## src/rtl/floo_mcast_fork_buffer.sv

```systemverilog
// Per-VC multicast fork: replicates each input flit to every output in its destination mask,
// either lock-step (no storage) or through per-(output,VC) decoupling FIFOs.
module floo_mcast_fork_buffer #(
  parameter int unsigned NumOutputs      = 4,
  parameter int unsigned NumVirtChannels = 2,
  parameter type         flit_t          = logic,
  parameter int unsigned OutFifoDepth    = 2,
  parameter bit          EnableWormhole  = 1'b1,
  parameter int unsigned StallCntWidth   = 8
) (
  input  logic                                             clk_i,
  input  logic                                             rst_i,
  input  logic  [NumVirtChannels-1:0]                      valid_i,
  output logic  [NumVirtChannels-1:0]                      ready_o,
  input  flit_t [NumVirtChannels-1:0]                      data_i,
  input  logic  [NumVirtChannels-1:0][NumOutputs-1:0]      mask_i,
  input  logic  [NumVirtChannels-1:0]                      last_i,
  output logic  [NumOutputs-1:0][NumVirtChannels-1:0]      valid_o,
  input  logic  [NumOutputs-1:0][NumVirtChannels-1:0]      ready_i,
  output flit_t [NumOutputs-1:0][NumVirtChannels-1:0]      data_o,
  output logic  [NumVirtChannels-1:0]                      drop_o,
  output logic  [NumVirtChannels-1:0]                      stall_o
);

  localparam int unsigned PtrW = (OutFifoDepth > 1) ? $clog2(OutFifoDepth) : 1;
  localparam int unsigned CntW = (OutFifoDepth > 0) ? $clog2(OutFifoDepth + 1) : 1;

  for (genvar v = 0; v < NumVirtChannels; v++) begin : g_vc
    logic [NumOutputs-1:0]    eff;
    logic                     lock_q;
    logic                     accept;
    logic                     drop_q;
    logic [StallCntWidth-1:0] stall_cnt_q;

    assign accept = valid_i[v] & ready_o[v];

    if (EnableWormhole) begin : g_worm
      logic [NumOutputs-1:0] mask_q;

      // A head flit with an empty mask also locks, so its whole packet is dropped.
      always_ff @(posedge clk_i or posedge rst_i) begin
        if (rst_i) begin
          lock_q <= 1'b0;
          mask_q <= '0;
        end else if (accept) begin
          if (last_i[v]) begin
            lock_q <= 1'b0;
          end else if (!lock_q) begin
            lock_q <= 1'b1;
            mask_q <= mask_i[v];
          end
        end
      end

      assign eff = lock_q ? mask_q : mask_i[v];
    end else begin : g_no_worm
      assign lock_q = 1'b0;
      assign eff    = mask_i[v];
    end

    always_ff @(posedge clk_i or posedge rst_i) begin
      if (rst_i) begin
        drop_q      <= 1'b0;
        stall_cnt_q <= '0;
      end else begin
        drop_q <= accept & ~|eff;
        if (accept) begin
          stall_cnt_q <= '0;
        end else if (valid_i[v] && (stall_cnt_q != '1)) begin
          stall_cnt_q <= stall_cnt_q + StallCntWidth'(1);
        end
      end
    end

    assign drop_o[v]  = drop_q;
    assign stall_o[v] = &stall_cnt_q;

    if (OutFifoDepth == 0) begin : g_lockstep
      logic [NumOutputs-1:0] done_q;
      logic [NumOutputs-1:0] fwd;
      logic [NumOutputs-1:0] sent;

      for (genvar o = 0; o < NumOutputs; o++) begin : g_out
        assign fwd[o]        = valid_i[v] & eff[o] & ~done_q[o];
        assign sent[o]       = fwd[o] & ready_i[o][v];
        assign valid_o[o][v] = fwd[o];
        assign data_o[o][v]  = data_i[v];
      end

      assign ready_o[v] = &(~eff | done_q | sent);

      // done_q remembers outputs already served so a stalled flit is never duplicated.
      always_ff @(posedge clk_i or posedge rst_i) begin
        if (rst_i) begin
          done_q <= '0;
        end else if (accept) begin
          done_q <= '0;
        end else begin
          done_q <= done_q | sent;
        end
      end
    end else begin : g_buffered
      logic [NumOutputs-1:0] full;

      for (genvar o = 0; o < NumOutputs; o++) begin : g_out
        flit_t            mem_q [OutFifoDepth];
        logic [PtrW-1:0]  wptr_q, rptr_q;
        logic [CntW-1:0]  cnt_q;
        logic             push, pop;

        assign full[o]       = (cnt_q == CntW'(OutFifoDepth));
        assign push          = accept & eff[o];
        assign pop           = valid_o[o][v] & ready_i[o][v];
        assign valid_o[o][v] = (cnt_q != '0);
        assign data_o[o][v]  = mem_q[rptr_q];

        always_ff @(posedge clk_i) begin
          if (push) begin
            mem_q[wptr_q] <= data_i[v];
          end
        end

        always_ff @(posedge clk_i or posedge rst_i) begin
          if (rst_i) begin
            wptr_q <= '0;
            rptr_q <= '0;
            cnt_q  <= '0;
          end else begin
            if (push) begin
              wptr_q <= (wptr_q == PtrW'(OutFifoDepth - 1)) ? '0 : wptr_q + PtrW'(1);
            end
            if (pop) begin
              rptr_q <= (rptr_q == PtrW'(OutFifoDepth - 1)) ? '0 : rptr_q + PtrW'(1);
            end
            cnt_q <= cnt_q + CntW'(push) - CntW'(pop);
          end
        end
      end

      // Fullness is taken from registered counts: a same-cycle pop does not free a slot.
      assign ready_o[v] = &(~eff | ~full);
    end

    assert property (@(posedge clk_i) disable iff (rst_i)
      valid_i[v] && !ready_o[v] |=> valid_i[v]);
    assert property (@(posedge clk_i) disable iff (rst_i)
      valid_i[v] && !ready_o[v] && !lock_q |=> $stable(mask_i[v]));
    for (genvar o = 0; o < NumOutputs; o++) begin : g_out_chk
      assert property (@(posedge clk_i) disable iff (rst_i)
        valid_o[o][v] && !ready_i[o][v] |=> valid_o[o][v]);
    end
  end

endmodule
```

## config.mk

```make
export PLATFORM = sky130hd
export DESIGN_NAME = floo_mcast_fork_buffer
export DESIGN_NICKNAME = d
export VERILOG_FILES = /design/src/rtl/floo_mcast_fork_buffer.sv
export SDC_FILE = /design/constraint.sdc
export NUM_CORES = 1
export LEC_CHECK = 0
export BUFFER_PORTS_ARGS = -buffer_cell sky130_fd_sc_hd__buf_2
export CAP_MARGIN = 20
export CELL_PAD_IN_SITES_DETAIL_PLACEMENT = 1
export CELL_PAD_IN_SITES_GLOBAL_PLACEMENT = 2
export CORE_UTILIZATION = 39
export CTS_CLUSTER_DIAMETER = 120
export DETAILED_ROUTE_END_ITERATION = 10
export PLACE_DENSITY_LB_ADDON = 0.1
export SYNTH_ARGS = -nofsm -noshare
export SYNTH_HDL_FRONTEND = slang
export SYNTH_SLANG_ARGS = --single-unit
export TNS_END_PERCENT = 30
```

## constraint.sdc

```tcl
create_clock -name clk_i -period 2.95 [get_ports clk_i]
set_clock_uncertainty 0.1 [all_clocks]
set_input_delay 0.59 -clock clk_i [delete_from_list [all_inputs] [get_ports clk_i]]
set_output_delay 0.59 -clock clk_i [all_outputs]
set_load 0.1 [all_outputs]
```

* Word-level counts from Yosys, hierarchy flattened
Memory sizes are Yosys's and may differ from the RTL's.
Cells that the tools add are included.
** Storage, ports and cells
- Latch bits :: 0
- Register bits :: 60
- Output and inout bits :: 22
- Bits in writable memories :: 16
- ROM bits :: 0
- Input bits :: 24
- Memories kept :: 8
** Memory list
- g_vc[0].g_buffered.g_out[0].mem_q :: depth 2, width 1, rd ports 1, clocked after Yosys merged registers in 0, write ports 1, RTL line 106 : flit_t mem_q [OutFifoDepth];
- g_vc[0].g_buffered.g_out[1].mem_q :: depth 2, width 1, rd ports 1, clocked after Yosys merged registers in 0, write ports 1, RTL line 106
- g_vc[0].g_buffered.g_out[2].mem_q :: depth 2, width 1, rd ports 1, clocked after Yosys merged registers in 0, write ports 1, RTL line 106
- g_vc[0].g_buffered.g_out[3].mem_q :: depth 2, width 1, rd ports 1, clocked after Yosys merged registers in 0, write ports 1, RTL line 106
- g_vc[1].g_buffered.g_out[0].mem_q :: depth 2, width 1, rd ports 1, clocked after Yosys merged registers in 0, write ports 1, RTL line 106
- g_vc[1].g_buffered.g_out[1].mem_q :: depth 2, width 1, rd ports 1, clocked after Yosys merged registers in 0, write ports 1, RTL line 106
- 2 more memories
** Operators by class
- Multiplexer cells :: 40
- Eq/ne operators :: 10
- Div/mod/pow operators :: 0
- Add/subtract/negate cells :: 34
- Reductions and logical operators :: 22
- Magnitude comparators :: 0
- Shift-type cells :: 0
- Bitwise operators :: 28
- $mul :: 0
** Operators by type and width (count)
- $mux W1 :: 34
- $mux W8 :: 4
- $and A1 B1 Y1 :: 20
- $reduce_bool A2 Y1 :: 10
- $add A1 B1 Y1 const B :: 16
- $add A2 B1 Y2 :: 8
- $add A8 B1 Y8 const B :: 2
- $eq A2 B2 Y1 const B :: 8
- $ne A8 B8 Y1 const B :: 2
- $not A4 Y4 :: 4
- $reduce_and A8 Y1 :: 2
- $sub A2 B1 Y2 :: 8
- $mux W4 :: 2
- $or A4 B4 Y4 :: 2
- $reduce_and A4 Y1 :: 2
- $reduce_or A4 Y1 :: 2
- $reduce_and A2 Y1 :: 2
- $logic_and A1 B1 Y1 :: 2
- $logic_not A1 Y1 :: 2
- $not A1 Y1 :: 2

* Depth between registers and ports, before layout
- Word-level depth :: 8
- Mapped depth :: 11
- Depth with buffers taken out :: 9

* Worst setup path after synthesis
No wires, ideal clock.
- Kind :: register to output
- Start point :: reg g_vc[0].stall_cnt_q[0]
- End point :: out stall_o[0]
- Data arrival time :: 2.004 ns
- Path buffers :: 0
- Path slack :: 0.256 ns
- Stages on the path, launching flop included :: 4
- Path through :: dfrtp_1 ha_1 nand3_1 nor2_1
** Between the ends
- Cells in the longest elaborated chain, start to end :: 1
** RTL lines
- start, declared :: RTL line 33 : logic [StallCntWidth-1:0] stall_cnt_q;
- start signal, assigned :: RTL line 70 : stall_cnt_q <= stall_cnt_q + StallCntWidth'(1);
- $reduce_and A8 Y1 :: RTL line 76 : assign stall_o[v] = &stall_cnt_q;
- end, declared :: RTL line 22 : output logic [NumVirtChannels-1:0] stall_o
No other way between the ends.

* Final worst setup path
- Start point :: reg g_vc[1].lock_q
- End point :: out ready_o[1]
** Between the ends
- Cells in the longest elaborated chain, start to end :: 4
** RTL lines
- start, declared :: RTL line 30 : logic lock_q;
- start signal, assigned :: RTL line 43 : lock_q <= 1'b0;
- start signal, assigned :: RTL line 47 : lock_q <= 1'b0;
- start signal, assigned :: RTL line 49 : lock_q <= 1'b1;
- $mux W4
- $not A4 Y4 :: RTL line 141 : assign ready_o[v] = &(~eff | ~full);
- $or A4 B4 Y4 :: RTL line 141
- $reduce_and A4 Y1 :: RTL line 141
- end, declared :: RTL line 14 : output logic [NumVirtChannels-1:0] ready_o,
No other way between the ends.

==> results by group <==
CTS
  – CTS tree: built
  – Clock Sinks: 76
  – # Post-CTS Setup Buffers: 0
  – Root buffer cell: clkbuf_8
  – Clock Tree Buf Depth: 2
  – Clk Latency, worst-skew pair: 0.34 ns
  – CTS H-tree lvls: 3
  – CTS Buf Count: 9
  – Clk slew on worst S/H paths: 0.08 ns

GRT
  – GR Util met3: 0.0281
  – Met2 Resource Use GR: 0.268
  – Grt peak-use layer: met2
  – Number of global-route vias before repair: 2491
  – Global-route wire length before repair: 12.0 mm
  – Initial antenna violation count: 0
  – Routing usage on met1: 0.191
  – GRT Total Usage: 0.158
  – GR Overflow Total: 0
  – Pin count of the biggest net entering global routing: 35

Worst setup path
  – CP Cell Sequence: mux2_2, a32oi_1, and2_1, clkbuf_4
  – Critical path class: flip-flop to primary output
  – WP data arrival: 2.10 ns
  – Slowest library cell on the worst path: dfrtp_1
  – Crit path launch type: flip-flop
  – CP Data Required Time: 2.26 ns
  – Max incr delay on CP: 0.55 ns
  – CP max FO: 7
  – Critical Path End Type: primary output

Final layout
  – # nets final: 398
  – Finished Layout Cells: 489
  – Most common cell after layout, fill and taps aside: dfrtp_1
  – FF/Latch Area: 0.00198 mm²
  – Most frequent cells in the layout: dfrtp_1, buf_2, xnor2_1
  – Fraction of layout cells with a size suffix above 1: 0.283
  – Multi-input combinational cell area: 0.00160 mm²
  – Area delta synth->final: 15.9%
  – Final core occ: 0.466
  – Diodes inserted: 0
  – # fillers: 1010

Floorplanning
  – Io pins: 46
  – Die height: 99.6 µm
  – Die footprint: 0.00992 mm²
  – Core ar.: 0.00924 mm²
  – Die extent in x: 99.6 µm
  – Initial Util: 0.402
  – Core Rows: 35

Timing
  – Slew HR: 0.573
  – Post-route clock period utilization: 0.946
  – Minimum clock period: 2.79 ns
  – Max frequency: 358 MHz
  – Hold WS: 0.219 ns
  – RSZ-0062 raised after global routing: false
  – Setup_tns: 0 ns
  – Final Max Tran Viols: 0
  – Fin. Hold Viols: 0
  – Actual slew at the worst max-slew pin: 0.639 ns
  – Setup violations, final: 0

Place
  – RePlAce Congestion: 0.730
  – Port bufs: 45
  – Placed cell count: 474
  – DP Wirelength: 5.15 mm

Route
  – Wire per inst: 14.4 µm
  – Total wire length: 7.04 mm
  – DRC: 0
  – DR iter-0 viols: 43
  – Via/cell ratio: 4.89
  – ANT nets after route: 0
  – Vias post-DR: 2392
  – Detailed-router iteration count before antenna repair: 4

Yosys
  – Sequential share of the synthesized area: 0.533
  – Mapped Cells: 303
  – Top FF cell, synth: dfrtp_1
  – Distinct cells, synth: 37
  – Synthesized Nets: 345
  – #FFs+latches synth: 76
  – Post-synth EDFFs: 16
  – Syn Std Cell Area: 0.00372 mm²
  – Syn Area/Cell: 12.3 µm²
  – Yosys warning total: 0
  – Post-synth ARST share: 0.789

Hold path
  – Hold WC Path Type: input port to asynchronous set/reset pin

Run status
  – Outcome: completed

Job
  – Max cap viols: 0
per-layer routing:
layer	wire length, µm	vias up
met5	0	-
met1	3320	1193
li1	-	1153
met3	149	11
met2	3430	35
met4	145	0
critical path, delay by kind of cell, from the launching register on:
family	cells	cell delay, ns
buf+inv	1	0.33
mux	1	0.42
compound gates	1	0.27
simple gates	1	0.19
flops	1	0.55
cells by family after synthesis:
group | Yosys count | synth area share
XOR/XNOR | 37 | 0.0872
AND/OR/NAND/NOR | 90 | 0.134
AO/OA/AOI/OAI | 26 | 0.0512
adder cells (fa/ha/maj) | 18 | 0.0606
multiplexers | 32 | 0.0983
buffers and inverters | 24 | 0.0354
flip-flops | 76 | 0.533
area by class of cell:
| type | instances | share of cell area |
|---|---|---|
| multi-input combinational | 203 | 0.372 |
| sequential | 76 | 0.461 |
| clock inverter | 5 | 0.0180 |
| timing repair buffer | 50 | 0.0680 |
| inverter | 16 | 0.0139 |
| clock buffer | 10 | 0.0296 |
| tap | 129 | 0.0375 |
synth_stat cells (5+ instances only):
master,n,area (µm²)
nand3_1,5,25.0
nand4_1,5,31.3
or2_2,8,50.1
and2_1,9,56.3
nor2b_1,5,31.3
xor2_1,10,87.6
xnor2_1,27,236
edfxtp_1,16,480
and3_1,14,87.6
mux2_1,8,90.1
nand2_1,6,22.5
nor2_1,23,86.3
mux2i_1,8,80.1
ha_1,18,225
a21oi_1,7,35.0
nand2_2,6,37.5
dfrtp_1,60,1500
mux2_2,12,135
inv_1,16,60.1
worst paths after layout:
check / start / endpoint / slack [ns] / depth (start not counted)
max: g_vc[1].lock_q / ready_o[1] / 0.16 / 4
min: rst_i / g_vc[1].stall_cnt_q[1] / 0.22 / 2
max reg2reg: g_vc[1].lock_q / g_vc[1].g_buffered.g_out[1].cnt_q[1] / 0.20 / 10
min reg2reg: g_vc[1].g_buffered.g_out[2].rptr_q / g_vc[1].g_buffered.g_out[2].rptr_q / 0.38 / 1
max in group asynchronous: rst_i / g_vc[0].lock_q / 1.89 / 3
min in group clk_i: g_vc[1].g_buffered.g_out[2].rptr_q / g_vc[1].g_buffered.g_out[2].rptr_q / 0.38 / 1
sequential cells by signal (all words and copies together), names as in the netlist:
register / count
g_vc.g_worm.mask_q: 8
g_vc.stall_cnt_q: 16
g_vc.drop_q: 2
g_vc.g_buffered.g_out.cnt_q: 16
g_vc.g_buffered.g_out.wptr_q: 8
g_vc.g_buffered.g_out.rptr_q: 8
g_vc.lock_q: 2
g_vc.g_buffered.g_out.mem_q: 16
metrics by stage:
| step | cell area [µm²] | setup slack, ns |
|---|---|---|
| after CTS | 4300 | 0.0284 |
| final | 4310 | 0.159 |
| after detailed placement | 4100 | 0.149 |
| after global routing | 4310 | 0.00213 |
| after global placement | 4100 | 0.197 |
| after floorplan | 3720 | 0.256 |
timing repair:
action	4_1_cts	5_1_grt
hold buffers	0	0
resized for setup	0	2
setup endpoints to repair	0	2
Power is left out: the tool's default activity adds up to more than one toggle a clock period on the data nets, which glitch-free logic cannot reach.
